<file path="src/rtl/prog_loader.sv">
// Program loader: receives a framed byte stream, assembles 15-bit instruction
// words, writes them to instruction memory and gates the CPU around the load.
module prog_loader #(
  parameter logic [7:0] SYNC_BYTE = 8'hA5,
  parameter int         TIMEOUT   = 1000
) (
  input  logic        clk,
  input  logic        rst_n,
  input  logic [7:0]  in_data,
  input  logic        in_valid,
  output logic        in_ready,
  output logic        im_we,
  output logic [7:0]  im_addr,
  output logic [14:0] im_wdata,
  output logic        cpu_run,
  output logic        cpu_rst,
  output logic        busy,
  output logic        error,
  output logic [8:0]  words_loaded
);

  localparam int TW = (TIMEOUT > 2) ? $clog2(TIMEOUT) : 1;

  typedef enum logic [2:0] {
    S_IDLE, S_COUNT, S_HI, S_LO, S_CHECK, S_RUN, S_ERR
  } state_t;

  state_t        state, state_nxt;
  logic          in_ready_nxt, im_we_nxt, cpu_run_nxt, cpu_rst_nxt;
  logic          busy_nxt, error_nxt;
  logic [7:0]    addr, addr_nxt;
  logic [14:0]   im_wdata_nxt;
  logic [8:0]    words_loaded_nxt;
  logic [8:0]    total, total_nxt;
  logic [7:0]    checksum, checksum_nxt;
  logic [6:0]    hi_byte, hi_byte_nxt;
  logic [TW-1:0] tmo_cnt, tmo_cnt_nxt;
  logic          accept, in_frame;

  assign accept   = in_valid && in_ready;
  assign in_frame = (state == S_COUNT) || (state == S_HI) ||
                    (state == S_LO)    || (state == S_CHECK);
  assign im_addr  = addr;

  always_ff @(posedge clk) begin
    if (!rst_n) begin
      state        <= S_IDLE;
      in_ready     <= 1'b0;
      im_we        <= 1'b0;
      addr         <= 8'd0;
      im_wdata     <= 15'd0;
      cpu_run      <= 1'b0;
      cpu_rst      <= 1'b0;
      busy         <= 1'b0;
      error        <= 1'b0;
      words_loaded <= 9'd0;
      total        <= 9'd0;
      checksum     <= 8'd0;
      hi_byte      <= 7'd0;
      tmo_cnt      <= '0;
    end else begin
      state        <= state_nxt;
      in_ready     <= in_ready_nxt;
      im_we        <= im_we_nxt;
      addr         <= addr_nxt;
      im_wdata     <= im_wdata_nxt;
      cpu_run      <= cpu_run_nxt;
      cpu_rst      <= cpu_rst_nxt;
      busy         <= busy_nxt;
      error        <= error_nxt;
      words_loaded <= words_loaded_nxt;
      total        <= total_nxt;
      checksum     <= checksum_nxt;
      hi_byte      <= hi_byte_nxt;
      tmo_cnt      <= tmo_cnt_nxt;
    end
  end

  always_comb begin
    state_nxt        = state;
    in_ready_nxt     = 1'b1;
    im_we_nxt        = 1'b0;
    cpu_rst_nxt      = 1'b0;
    im_wdata_nxt     = im_wdata;
    cpu_run_nxt      = cpu_run;
    busy_nxt         = busy;
    error_nxt        = error;
    words_loaded_nxt = words_loaded;
    total_nxt        = total;
    checksum_nxt     = checksum;
    hi_byte_nxt      = hi_byte;
    // The write index advances in the cycle the word is presented.
    addr_nxt         = im_we ? addr + 8'd1 : addr;
    tmo_cnt_nxt      = (in_frame && !accept) ? tmo_cnt + 1'b1 : '0;

    case (state)
      S_IDLE, S_RUN, S_ERR: begin
        if (accept && in_data == SYNC_BYTE) begin
          state_nxt        = S_COUNT;
          cpu_run_nxt      = 1'b0;
          error_nxt        = 1'b0;
          busy_nxt         = 1'b1;
          addr_nxt         = 8'd0;
          checksum_nxt     = 8'd0;
          words_loaded_nxt = 9'd0;
        end
      end
      S_COUNT: begin
        if (accept) begin
          total_nxt    = (in_data == 8'd0) ? 9'd256 : {1'b0, in_data};
          checksum_nxt = in_data;
          state_nxt    = S_HI;
        end
      end
      S_HI: begin
        if (accept) begin
          if (in_data[7]) begin
            state_nxt = S_ERR;
            error_nxt = 1'b1;
            busy_nxt  = 1'b0;
          end else begin
            hi_byte_nxt  = in_data[6:0];
            checksum_nxt = checksum ^ in_data;
            state_nxt    = S_LO;
          end
        end
      end
      S_LO: begin
        if (accept) begin
          im_we_nxt        = 1'b1;
          im_wdata_nxt     = {hi_byte, in_data};
          checksum_nxt     = checksum ^ in_data;
          words_loaded_nxt = words_loaded + 9'd1;
          state_nxt        = (words_loaded + 9'd1 == total) ? S_CHECK : S_HI;
        end
      end
      S_CHECK: begin
        if (accept) begin
          busy_nxt = 1'b0;
          if (in_data == checksum) begin
            state_nxt   = S_RUN;
            cpu_run_nxt = 1'b1;
            cpu_rst_nxt = 1'b1;
          end else begin
            state_nxt = S_ERR;
            error_nxt = 1'b1;
          end
        end
      end
      default: state_nxt = S_IDLE;
    endcase

    // Abort lands on the edge where the idle count would reach TIMEOUT.
    if (in_frame && !accept && tmo_cnt == TW'(TIMEOUT - 1)) begin
      state_nxt   = S_ERR;
      error_nxt   = 1'b1;
      busy_nxt    = 1'b0;
      tmo_cnt_nxt = '0;
    end
  end

endmodule

</file>
<file path="config.mk">
export PLATFORM = sky130hd
export DESIGN_NAME = prog_loader
export DESIGN_NICKNAME = d
export VERILOG_FILES = /design/src/rtl/prog_loader.sv
export SDC_FILE = /design/constraint.sdc
export NUM_CORES = 1
export LEC_CHECK = 0
export BUFFER_PORTS_ARGS = -buffer_cell sky130_fd_sc_hd__clkbuf_2
export CAP_MARGIN = 25
export CELL_PAD_IN_SITES_DETAIL_PLACEMENT = 0
export CELL_PAD_IN_SITES_GLOBAL_PLACEMENT = 1
export CORE_ASPECT_RATIO = 1.2
export CORE_MARGIN = 2
export CORE_UTILIZATION = 46
export DETAILED_ROUTE_END_ITERATION = 8
export PLACE_DENSITY = 0.9
export SETUP_SLACK_MARGIN = 0.3
export SYNTH_ARGS = -nofsm -noshare
export SYNTH_HDL_FRONTEND = slang
export SYNTH_SLANG_ARGS = --single-unit
</file>
<file path="constraint.sdc">
create_clock -name clk -period 6.15 [get_ports clk]
set_clock_uncertainty 0.1 [all_clocks]
set_input_delay 1.23 -clock clk [delete_from_list [all_inputs] [get_ports clk]]
set_output_delay 1.23 -clock clk [all_outputs]
set_load 0.01 [all_outputs]
</file>
==> results.cfg, run 1 <==
[status]
status = completed

[cells_and_area]
diodes = 0
layout.nets = 502
fill_cells = 814
drive_above_1_share_pct = 14.63
post-route-util_pct = 52.75
synthToLayoutAreaGrowth_pct = 12.48

[setup_path]
worst_setup_path_start_kind = input port
rr_startpoint = state[1]
r2r_end = words_loaded[4]
crit_arrival_ns = 3.04
cp_max_fo = 7
crit_chain = clkbuf_2 -> xnor2_1 -> nand4_1 -> nor4_1 -> nor3_1 -> or3_1 -> a21oi_1
r2r_slack_ns = 3.52
end_kind = register
critPathKind = in -> reg
slowest_delay_ns = 0.75
cp.required_ns = 6.33
worst_path_max_delay_cell = nor4_1
r2r_cells = 4

[synthesis]
ys_seq_elements = 75
ys_seq_area_share_pct = 39.93
ys_types = 55
syn_nets = 464
synth.most_common_cell = nand2_1
async_flop_share_pct = 0
syn_inst = 450
avgSynthCellArea_um2 = 8.355
ys.flop_type = dfxtp_1
ys_top_cells_by_area = dfxtp_1 40%, nand2_1 7.9%, a21boi_0 7.0%
synth_area_um2 = 3760
yosysWarningCount = 0
synth_top_area_share_pct = 39.93
synth-edff-count = 0
synthTopCellsByCount = 79 x nand2_1, 75 x dfxtp_1, 39 x nor2_1, 35 x a21boi_0, 24 x o21ai_0
synth.largest_area_cell = dfxtp_1

[sta]
fin_crit_sh_pct = 46.52
max-slew-margin-rel_pct = 33.50
setup_viol = 0
fin_tns_setup_ns = 0
maxSlewViolCount = 0
fmax_mhz = 349.5
worstMarginPinSlew_ns = 0.9975
hold_viol = 0
rsz0062_at_grt = no
min_period_ns = 2.861

[hold_path]
min_path_type = reg -> reg
min_from = tmo_cnt[0]
min_to = tmo_cnt[0]
whs_path_depth = 1

[global_routing]
grtUsageTotal_pct = 19.81
grt_pass1_vias = 3007
grt_max_degree = 59
globalRouteOverflowTotal = 0
antenna_found_initial = 0
grt_pass1_wl_um = 13990

[floorplan]
initial_utilization_pct = 46.89
die_area_um2 = 8916
rows = 36
die_x_um = 86.53
core_um2 = 8018
die_h_um = 103.0
ioPinCount = 49

[clocking]
cts_buffers = 9
cts.clk_slew.worst_paths_ns = 0.07
cts_max_level = 3
cts_tree = done
cts_setup_buffers = 0
cts.path.max_buffers = 2
clock-root-buffer = clkbuf_8
cts_resized = 0
holdBufCountCts = 0
clk_latency_ns = 0.35
cts.sinks = 75

[detailed_routing]
wl_um = 8585
wire_per_inst_um = 14.63
detail_route.vias_per_cell = 5.532
drtIter0Drc = 173
drtAntennaViolNets = 0
firstDrtPassIters = 4
drc = 0
vias = 3247

[placement]
portBuffers = 48
hpwl_um = 5894
place_congestion = 0.8194

[power]
p_leak_nw = 1.593
power.density_nw_per_um2 = 229.2
peakVddDrop_mv = 0.1117

[flow_run]
cap_violations = 0
==> power breakdown <==
group	internal, mW	switching [mW]
Combinational	0.0103	0.0175
Sequential	0.486	0.000463
Clock	0.279	0.176
Total	0.775	0.194
==> routing by layer <==
layer / vias up / wire length (um) / GRT usage, %
li1: 1627 / - / -
met1: 1555 / 3781 / 23.70
met2: 54 / 4387 / 34.62
met3: 11 / 285 / 3.683
met4: 0 / 131 / 8.654
met5: - / 0 / 0
==> worst max path at each step <==
stage,endpoint,from,slack (ns),cells after the start
detailed placement,error,in_data[6],2.96,7
global route,checksum[6],in_data[7],3.14,6
floorplan,error,in_data[6],3.30,6
CTS,state[0],in_data[7],3.31,7
finish,state[0],in_data[3],3.29,7
global placement,error,in_data[6],2.99,7
==> cells by family after synthesis <==
family	after synthesis	share of synthesized area (%)
buffers and inverters	27	4.160
muxes	10	2.696
and+or+nand+nor	202	26.46
xor gates and xnor gates	36	8.386
DFF	75	39.93
adders and majority gates	3	0.9984
AOI/OAI and AO/OA	97	17.37
==> cell usage in the layout (no fill, tap or decap), types with 2 or more instances in the layout <==
cell type / n
o21ai_0: 24
xor2_1: 16
and2_2: 2
a21oi_1: 11
ha_1: 3
clkbuf_2: 48
dfxtp_1: 75
and3_1: 5
xnor2_1: 20
or3_1: 6
nor2b_1: 20
inv_1: 5
nand3_1: 15
nor4b_1: 2
a22oi_1: 5
and2_1: 2
nor2_1: 39
nor3b_1: 3
o22ai_1: 2
bufinv_16: 3
and4_1: 2
nand3b_1: 5
nor3_1: 7
nand2_1: 79
clkbuf_8: 10
a21boi_0: 35
nand4_1: 5
o211ai_1: 5
mux2i_1: 9
==> flip-flops by register name (all words and copies together), names as in the netlist <==
name          count
total             9
busy              1
cpu_run           1
hi_byte           7
im_addr           8
im_wdata         15
words_loaded      9
cpu_rst           1
checksum          8
im_we             1
tmo_cnt          10
error             1
state             3
in_ready          1
==> layout make-up <==
type	count	area (um^2)	share of cell area, %
clock buffers	11	141.4	3.343
clock inverters	4	98.84	2.337
inverters	5	18.77	0.4438
multi-input cells	348	2102	49.70
flip-flops and latches	75	1501	35.50
well taps	95	118.9	2.811
repair buffers	49	247.7	5.858
==> metrics by stage <==
step / cell area [um^2] / power [mW] / std cells / setup WS (ns) / hold WS, ns
global route: 4229 / 1.004 / 587 / 3.137 / 0.3917
CTS: 4229 / 0.9809 / 587 / 3.312 / 0.3740
floorplan: 3760 / 0.5156 / 450 / 3.302 / 0.3176
global placement: 3989 / 0.5251 / 572 / 2.992 / 0.3294
detailed placement: 3989 / 0.5248 / 572 / 2.960 / 0.3632
finish: 4229 / 0.9692 / 587 / 3.289 / 0.3661
==> worst max-delay path, delay by kind of cell <==
family / cells / cell delay [ns]
xor+xnor: 1 / 0.20
simple gates: 4 / 1.34
buf+inv: 1 / 0.17
compound gates: 1 / 0.12
(Power assumes the default switching activity.)
==> run 2: changes to the inputs <==
CORE_UTILIZATION = 39   (was 46)
PLACE_DENSITY = 0.82   (was 0.9)
clock period = 2.5 ns   (was 6.15 ns; I/O delays follow)
==> run 2 against run 1 <==
Combinational power increased to 2.8 times the previous value; first-iteration DRC count shrank 23%; count of clock-buffer cells in the layout down 1; sequential share of layout area decreased by 2.4 points; largest cell class unchanged; final cell count increased by 7.8%; power rose to 2.9 times the previous value; register-to-register slack got worse by 3.1 ns; critical path type unchanged; wire length up 4.9%.
==> results.cfg, run 2 (same netlist as run 1, synthesis figures left out) <==
[floorplan]
ioPinCount = 49
core_um2 = 9467
initial_utilization_pct = 39.72
die_h_um = 111.6
die_x_um = 93.63
die_area_um2 = 10440
rows = 39

[setup_path]
end_kind = register
r2r_end = state[2]
crit_arrival_ns = 2.29
cp.required_ns = 2.65
worst_setup_path_start_kind = input port
r2r_slack_ns = 0.44
rr_startpoint = words_loaded[1]
r2r_cells = 8
critPathKind = in -> reg
cp_max_fo = 6

[cells_and_area]
layout.nets = 519
post-route-util_pct = 48.11
top_register = im_wdata
final_cell_mix = 79 x nand2_1, 73 x dfxtp_1, 48 x clkbuf_2
largestRegisters = im_wdata x15, tmo_cnt x10
diodes = 0
final_common_cell = nand2_1
synthToLayoutAreaGrowth_pct = 21.13
multi_input_area_um2 = 2137
fill_cells = 948
regArea_um2 = 1506
largest_reg_flops = 15
drive_above_1_share_pct = 19.22

[detailed_routing]
drtIter0Drc = 134
drc = 0
drtAntennaViolNets = 0
detail_route.vias_per_cell = 5.234
firstDrtPassIters = 4
vias = 3313
wire_per_inst_um = 14.23
wl_um = 9009

[clocking]
cts_buffers = 9
cts.sinks = 75
clk_latency_ns = 0.33
cts.clk_slew.worst_paths_ns = 0.06
cts_setup_buffers = 0
clock-root-buffer = clkbuf_16
holdBufCountCts = 0
cts.path.max_buffers = 2
cts_max_level = 3
cts_tree = done

[hold_path]
min_to = tmo_cnt[0]
whs_path_depth = 1
min_from = tmo_cnt[0]
min_path_type = reg -> reg

[sta]
fin_crit_sh_pct = 85.42
rsz0062_at_grt = yes
max-slew-margin-rel_pct = 67.65
hold_viol = 0
fmax_mhz = 468.3
min_period_ns = 2.136
maxSlewViolCount = 0
worstMarginPinSlew_ns = 0.4846
fin_tns_setup_ns = 0
setup_viol = 0

[global_routing]
grtUsageTotal_pct = 17.87
grt_max_degree = 25
grt_pass1_vias = 3210
antenna_found_initial = 0
globalRouteOverflowTotal = 0
grt_pass1_wl_um = 15060

[status]
status = completed

[placement]
place_congestion = 0.8121
hpwl_um = 6287
portBuffers = 48

[power]
peakVddDrop_mv = 0.3315
p_leak_nw = 1.735
power.density_nw_per_um2 = 610.2

[flow_run]
cap_violations = 0
[run 2: stage by stage]
step | total power [mW] | setup WS (ns) | hold slack (ns) | cell area [um^2] | instances
after global routing | 2.849 | 0.2571 | 0.3681 | 4554 | 633
after CTS | 2.803 | 0.3431 | 0.3522 | 4521 | 633
after detailed placement | 1.301 | 0.1086 | 0.3414 | 4164 | 617
after floorplan | 1.268 | 0.3821 | 0.3176 | 3760 | 450
after global placement | 1.301 | 0.1147 | 0.3316 | 4164 | 617
final | 2.779 | 0.3645 | 0.3510 | 4554 | 633
[run 2: worst max-delay path by stage]
stage | from | end | slack [ns] | cells after the start
5_1_grt | in_data[6] | state[0] | 0.26 | 6
4_1_cts | words_loaded[1] | state[2] | 0.34 | 8
2_1_floorplan | in_data[6] | error | 0.38 | 6
3_3_place_gp | in_data[1] | error | 0.11 | 7
3_5_place_dp | in_data[1] | error | 0.11 | 7
6_report | in_data[1] | state[0] | 0.36 | 6
[run 2: final cells by class]
type | instances | share of cell area, %
Clock inverter | 6 | 2.445
Tap cell | 123 | 3.379
Sequential cell | 75 | 33.08
Multi-Input combinational cell | 348 | 46.92
Inverter | 5 | 0.4121
Timing Repair Buffer | 66 | 8.516
Clock buffer | 10 | 5.247
[run 2: worst max-delay path: stages]
cell and delay [ns]:
clkbuf_2 0.11, or4_4 0.55, nor3_4 0.36, a31oi_1 0.20, or3_1 0.41, a21oi_1 0.16
[run 2: layer usage]
metal  vias to the layer above  global-route usage, %  routed length (um)  part of all wire (%)
li1                       1667                      -                   -                     -
met1                      1569                  21.61                4020                    45
met2                        61                  31.03                4471                    50
met3                        16                  3.789                 336                   3.7
met4                         0                  6.473                 180                   2.0
met5                         -                      0                   0                     0
[run 2: power breakdown]
group	internal [mW]	total, mW	switching [mW]
Sequential	1.19	1.20	0.00114
Combinational	0.0305	0.0772	0.0467
Clock	1.00	1.51	0.502
[run 2: what timing repair did]
action | CTS | global route
setup endpoints to repair | 1 | 13
pin swaps | 0 | 3
resized for setup | 1 | 8
